$ cat src/rtl/regfile_mport.sv
// Multi-port register file: optional hardware-zero top register, write-to-read bypass, registered reads.
// Latency 0 (combinational) or 1 (READ_LATENCY=1, captured per port on rd_en); no backpressure.
module regfile_mport #(
  parameter int WIDTH        = 32,
  parameter int DEPTH        = 32,
  parameter int NREAD        = 2,
  parameter bit ZERO_REG     = 1'b1,
  parameter bit BYPASS       = 1'b1,
  parameter int READ_LATENCY = 0,
  localparam int AW          = (DEPTH > 1) ? $clog2(DEPTH) : 1
) (
  input  logic                   clk,
  input  logic                   rst_n,
  input  logic                   we,
  input  logic [AW-1:0]          waddr,
  input  logic [WIDTH-1:0]       wdata,
  input  logic [NREAD-1:0]       rd_en,
  input  logic [NREAD*AW-1:0]    raddr,
  output logic [NREAD*WIDTH-1:0] rdata
);

  localparam int ZADDR = DEPTH - 1;

  logic [WIDTH-1:0] regs [DEPTH];
  logic             wr_ok;

  // The zero register is never written, so its flop stays at its reset value and folds away.
  assign wr_ok = we && (32'(waddr) < DEPTH) && !(ZERO_REG && (32'(waddr) == ZADDR));

  always_ff @(posedge clk or negedge rst_n) begin
    if (!rst_n) begin
      for (int r = 0; r < DEPTH; r++) regs[r] <= '0;
    end else if (wr_ok) begin
      regs[waddr] <= wdata;
    end
  end

  for (genvar p = 0; p < NREAD; p++) begin : g_port
    logic [AW-1:0]    ra;
    logic [WIDTH-1:0] v;

    assign ra = raddr[p*AW +: AW];

    always_comb begin
      v = '0;
      if ((32'(ra) < DEPTH) && !(ZERO_REG && (32'(ra) == ZADDR))) begin
        if (BYPASS && wr_ok && (waddr == ra)) v = wdata;
        else                                  v = regs[ra];
      end
    end

    if (READ_LATENCY == 1) begin : g_reg
      logic [WIDTH-1:0] rdata_q;

      // v is taken before this edge's write lands; the bypass path alone makes it visible.
      always_ff @(posedge clk or negedge rst_n) begin
        if (!rst_n)        rdata_q <= '0;
        else if (rd_en[p]) rdata_q <= v;
      end

      assign rdata[p*WIDTH +: WIDTH] = rdata_q;
    end else begin : g_comb
      logic unused_rd_en;
      assign unused_rd_en            = rd_en[p];
      assign rdata[p*WIDTH +: WIDTH] = v;
    end
  end

endmodule
$ cat config.mk
export PLATFORM = sky130hd
export DESIGN_NAME = regfile_mport
export DESIGN_NICKNAME = d
export VERILOG_FILES = /design/src/rtl/regfile_mport.sv
export SDC_FILE = /design/constraint.sdc
export NUM_CORES = 2
export LEC_CHECK = 0
export CAP_MARGIN = 20
export CORE_MARGIN = 4
export CORE_UTILIZATION = 45
export CTS_CLUSTER_DIAMETER = 120
export DETAILED_ROUTE_END_ITERATION = 10
export DONT_BUFFER_PORTS = 1
export HOLD_SLACK_MARGIN = 0.15
export PLACE_DENSITY = 0.6
export SKIP_CTS_REPAIR_TIMING = 1
export SLEW_MARGIN = 15
export SYNTH_ARGS = -nofsm -noshare
export SYNTH_HDL_FRONTEND = slang
export SYNTH_SLANG_ARGS = --single-unit
$ cat constraint.sdc
create_clock -name clk -period 2.65 [get_ports clk]
set_input_delay 0.53 -clock clk [delete_from_list [all_inputs] [get_ports clk]]
set_output_delay 0.53 -clock clk [all_outputs]
set_load 0.005 [all_outputs]
# After elaboration in Yosys (flattened, before gate mapping)
# Index checks and enable logic that the tools add are counted.
[totals]
ff_bits = 1024
latchBits = 0
ramBits = 0
romBits = 0
input_bits = 52
output_inout_bits = 64
elab_cells = 62
mem_count = 0
[classes]
addsub = 0
n_mul = 0
n_div = 0
order_cmp = 4
eq_ne = 5
shifts = 0
muxes = 13
n_bitwise = 3
reduce_logical = 5
[op_table]
columns = ["op", "n"]
rows = [
  ["1024-bit bitwise mux", 1],
  ["32-bit binary-select mux with 5-bit select", 2],
  ["32-bit 2-to-1 mux", 9],
  ["32-bit demux with 5-bit select", 1],
  ["6-bit >= comparator, second input constant", 3],
  ["5-bit NOT with 6-bit output", 3],
  ["5-bit == test, second input constant", 3],
  ["5-bit == test", 2],
  ["6-bit by 1-bit < comparator with 1-bit output, second input constant", 1],
  ["1-bit logical AND", 4],
  ["1-bit logical NOT", 1],
]

# Longest topological paths before layout
[logic_depth]
ltp_word = 6
depth_mapped = 10
ltp_nobuf = 6

# Worst setup path before layout
# OpenSTA, ideal clock, no wires.
[synth_timing]
path_kind = "input-to-output"
startpoint = "in raddr[0]"
endpoint = "out rdata[17]"
arrival_time_ps = 2105
setup_slack_ps = 15
cell_stages = 7
n_path_buf = 3
path_cell_list = "buf_2 -> buf_6 -> buf_2 -> mux4_2 -> mux2i_1 -> a22oi_1 -> a32o_1"
[synth_between]
elab_chain_len = 6
elab_cells_between_ends = 9
classes_between = "2 x eq/ne; 5 x mux; 1 x bitwise; 1 x reduce/logical"
[synth_rtl]
columns = ["element", "line", "source"]
rows = [
  ["from (decl)", "18", "input logic [NREAD*AW-1:0] raddr,"],
  ["5-bit NOT with 6-bit output (not written as such)", "48", "else v = regs[ra];"],
  ["32-bit binary-select mux with 5-bit select", "48", ""],
  ["32-bit 2-to-1 mux (not written as such) (2 in series)", "48", ""],
  ["32-bit 2-to-1 mux", "47", "if (BYPASS && wr_ok && (waddr == ra)) v = wdata;"],
  ["32-bit 2-to-1 mux (*)", "46", "if ((32'(ra) < DEPTH) && !(ZERO_REG && (32'(ra) == ZADDR))) begin"],
  ["to (decl)", "19", "output logic [NREAD*WIDTH-1:0] rdata"],
]
# Mark *: on every way between the ends. The rest lies on a longest branch, timed or not. The select of a mux whose other input is x is not followed.

# Worst setup path in the final report
[layout_timing]
startpoint = "in raddr[5]"
endpoint = "out rdata[60]"
# The elaborated chain is that of the path after synthesis.

==> reports/results.txt <==
Status -> finished with violations
Failing checks -> slew limit, setup timing
Site Rows -> 129
Rel. slew slack -> -0.0955
Cells after Synth -> 4149
Number of global-route vias before repair -> 38029
Pwr Density -> 724 nW/um2
I/O pin count -> 116
Hold depth -> 2
Hold Crit Class -> in -> reg
P_leak -> 28.5 nW
Core area -> 124000 um2
Port buffer count -> 0
Unrepaired setup endpoints after global routing -> true
GR Util All Layers -> 0.287
DIE AREA -> 130000 um2
DR WL/cell -> 33.4 um
Clk root buf -> clkbuf_16
Worst Path Buf+Inv -> 2
Final worst slack -> -0.804 ns
Worst r2r dst -> regs[765]$_DFFE_PN0P_
Synth Register Bits -> 1024
Initial core utilization -> 0.453
Multi-input gate area -> 29500 um2
Register-to-Register Setup Slack -> 1.74 ns
Top_reg_cell synth -> dfrtp_1
Layout cell share with drive strength beyond 1 -> 0.490
Clock sinks -> 1024
Via density -> 6.60
Clk_skew -> 0 ns
Die height -> 361 um
CP max stage delay -> 0.52 ns
# fillers -> 10544
Diode count -> 0
Crit path max-delay family -> simple AND/OR/NAND/NOR gates
Final setup viols -> 229
Total chip power -> 46.8 mW
Synthesized Nets -> 4201
Dpl hpwl -> 100 mm
Period utilisation layout -> 1.30
Reg2reg path depth -> 2
Largest net degree at the start of global routing -> 1025
CTS tree -> built
Layout Utilization -> 0.523
Synth warnings -> 0
Min Tclk post-route -> 3.45 ns
Iter 0 DRT Violations -> 3842
Max reg flops -> 1024
Max-slew violations -> 125
Clock buffer count from CTS -> 112
Number of cells on the critical path -> 7
Max Fclk -> 290 MHz
Top flop regs -> regs: 1024 flops
GPL Wtd Cong -> 0.795
CP Class -> in -> out
Post-synthesis cell type count -> 57
CP cell instances -> xnor2_4, nand2_1, or3_2, buf_12, o21ai_0, a21oi_2, buf_4
WHS Endpoint -> regs[48]$_DFFE_PN0P_
GRT overflow -> 0
Storage cell area -> 25600 um2
Final Hold Viols -> 0
Drt total wl -> 194 mm
First-pass GRT wire length -> 275 mm
Antenna violations before repair -> 5
Clk slew on worst S/H paths -> 0.06 ns
DR pass1 iterations -> 5
Via count -> 38451
Post-route ant nets -> 0
VDD IR max -> 0.535 mV
Worst-Margin Slew -> 1.64 ns
Clock latency on the worst-skew pair -> 0.71 ns
Biggest register -> regs
Slowest CP cell -> or3_2
Die X -> 361 um
# nets final -> 4151
Post-Syn Area -> 56000 um2
Startpoint types -> input port
Min Hold Slack -> 0.154 ns
CTS max path bufs -> 3
Area Growth Syn to Fin -> 15.4%
Post-synth EDFFs -> 0
WP data required -> 2.12 ns
Crit path max fanout -> 307
Data arrival, critical path -> 2.92 ns
Sequential share of the synthesized area -> 0.457
Syn avg cell area -> 13.5 um2
Max-Cap Viols -> 0
Async SR Flop Fraction -> 1.00
CP endpoint kind -> primary output
DP Worst Slack -> -0.400 ns
Beginning of the worst hold path -> wdata[16]
R2r startpoint -> regs[765]$_DFFE_PN0P_
CTS HTree Levels -> 3
Drc violations -> 0
-- cell usage in the layout, fill, tap and decap left out, types with 18 or more instances in the layout --
cell and n:
clkbuf_8 31, o21ai_0 80, mux4_2 277, o22ai_1 69, clkbuf_16 114, clkbuf_1 18
mux2_2 1016, nand2_1 40, dfrtp_1 1024, nor2_1 121, clkinv_2 25, a22oi_2 46
nor3_1 32, o21ai_2 19, a221oi_1 18, mux2i_2 21, dlygate4sd3_1 19, buf_4 163
mux2i_1 458, a32o_2 26, nor2_4 19, a21oi_1 32, a21oi_2 32, a22oi_1 58
buf_12 87, o21ai_1 19
-- stage by stage --
| step | TNS, ns | cell area, um2 | std cells |
|---|---|---|---|
| after floorplan | 0 | 56000 | 4149 |
| after detailed placement | -9.44 | 58600 | 5560 |
| final | -50.08 | 64700 | 5828 |
| after CTS | -17.51 | 62500 | 5766 |
| after global placement | -9.52 | 58600 | 5560 |
| after global routing | -105.37 | 64700 | 5828 |
-- synth_stat cells (6+ instances only) --
cell type	instances	share of area
a22o_1	10	0.0016
mux2i_1	483	0.086
nor4_1	32	0.0036
buf_8	11	0.0029
o21ai_0	105	0.0094
a32o_1	33	0.0059
o32ai_1	6	0.00094
a211oi_1	17	0.0023
nand2b_1	18	0.0020
buf_1	48	0.0032
buf_6	15	0.0030
clkbuf_1	197	0.013
buf_4	30	0.0040
o22ai_1	71	0.0079
nor3_1	48	0.0043
dfrtp_1	1024	0.46
nor2b_1	20	0.0022
mux2_2	1019	0.20
o21ai_1	14	0.0013
nand4_1	11	0.0012
a31oi_1	6	0.00067
nand3_1	7	0.00063
nor2_1	143	0.0096
and2_1	6	0.00067
mux4_1	20	0.0094
mux4_2	264	0.11
a22oi_1	104	0.014
a221oi_1	28	0.0044
a221o_1	10	0.0018
buf_2	147	0.013
a211o_1	8	0.0013
buf_12	6	0.0021
nand2_1	61	0.0041
a21oi_1	70	0.0063
-- per-layer routing --
layer	vias up	global-route usage	share of wire
met2	1571	0.439	0.45
met4	0	0.0845	0.030
met1	20846	0.409	0.43
met5	-	0	0
met3	334	0.0690	0.086
li1	15700	-	-
-- where the power goes --
part | leakage [nW] | total (mW) | internal, mW | switching [mW]
sequential | 13.1 | 20.8 | 18.6 | 2.21
clock | 1.92 | 16.5 | 9.70 | 6.78
combinational | 13.4 | 9.52 | 5.76 | 3.76
-- how the worst max path moves through the flow --
| stage | slack, ns | to | start |
|---|---|---|---|
| 5_1_grt | -0.60 | rdata[46] | raddr[6] |
| 2_1_floorplan | 0.02 | rdata[17] | raddr[0] |
| 6_report | -0.80 | rdata[60] | raddr[5] |
| 3_3_place_gp | -0.42 | rdata[56] | raddr[6] |
| 3_5_place_dp | -0.40 | rdata[60] | raddr[6] |
| 4_1_cts | -0.58 | rdata[41] | regs[457]$_DFFE_PN0P_ |
-- cell families (layout without fill, tap and decap cells) --
group / Yosys count / after routing / synth area share
flops: 1024 / 1024 / 0.457
compound gates: 508 / 508 / 0.0618
xor+xnor: 10 / 10 / 0.00156
mux: 1788 / 1788 / 0.407
buf+inv: 461 / 503 / 0.0423
simple gates: 358 / 358 / 0.0298
-- final cells by class --
cell class                      count  area share
Clock buffer                      163      0.0517
Clock inverter                     43     0.00812
Inverter                            4    0.000232
Multi-Input combinational cell   2664       0.457
Sequential cell                  1024       0.396
Tap cell                         1637      0.0317
Timing Repair Buffer              293      0.0555
(Power assumes the default switching activity.)
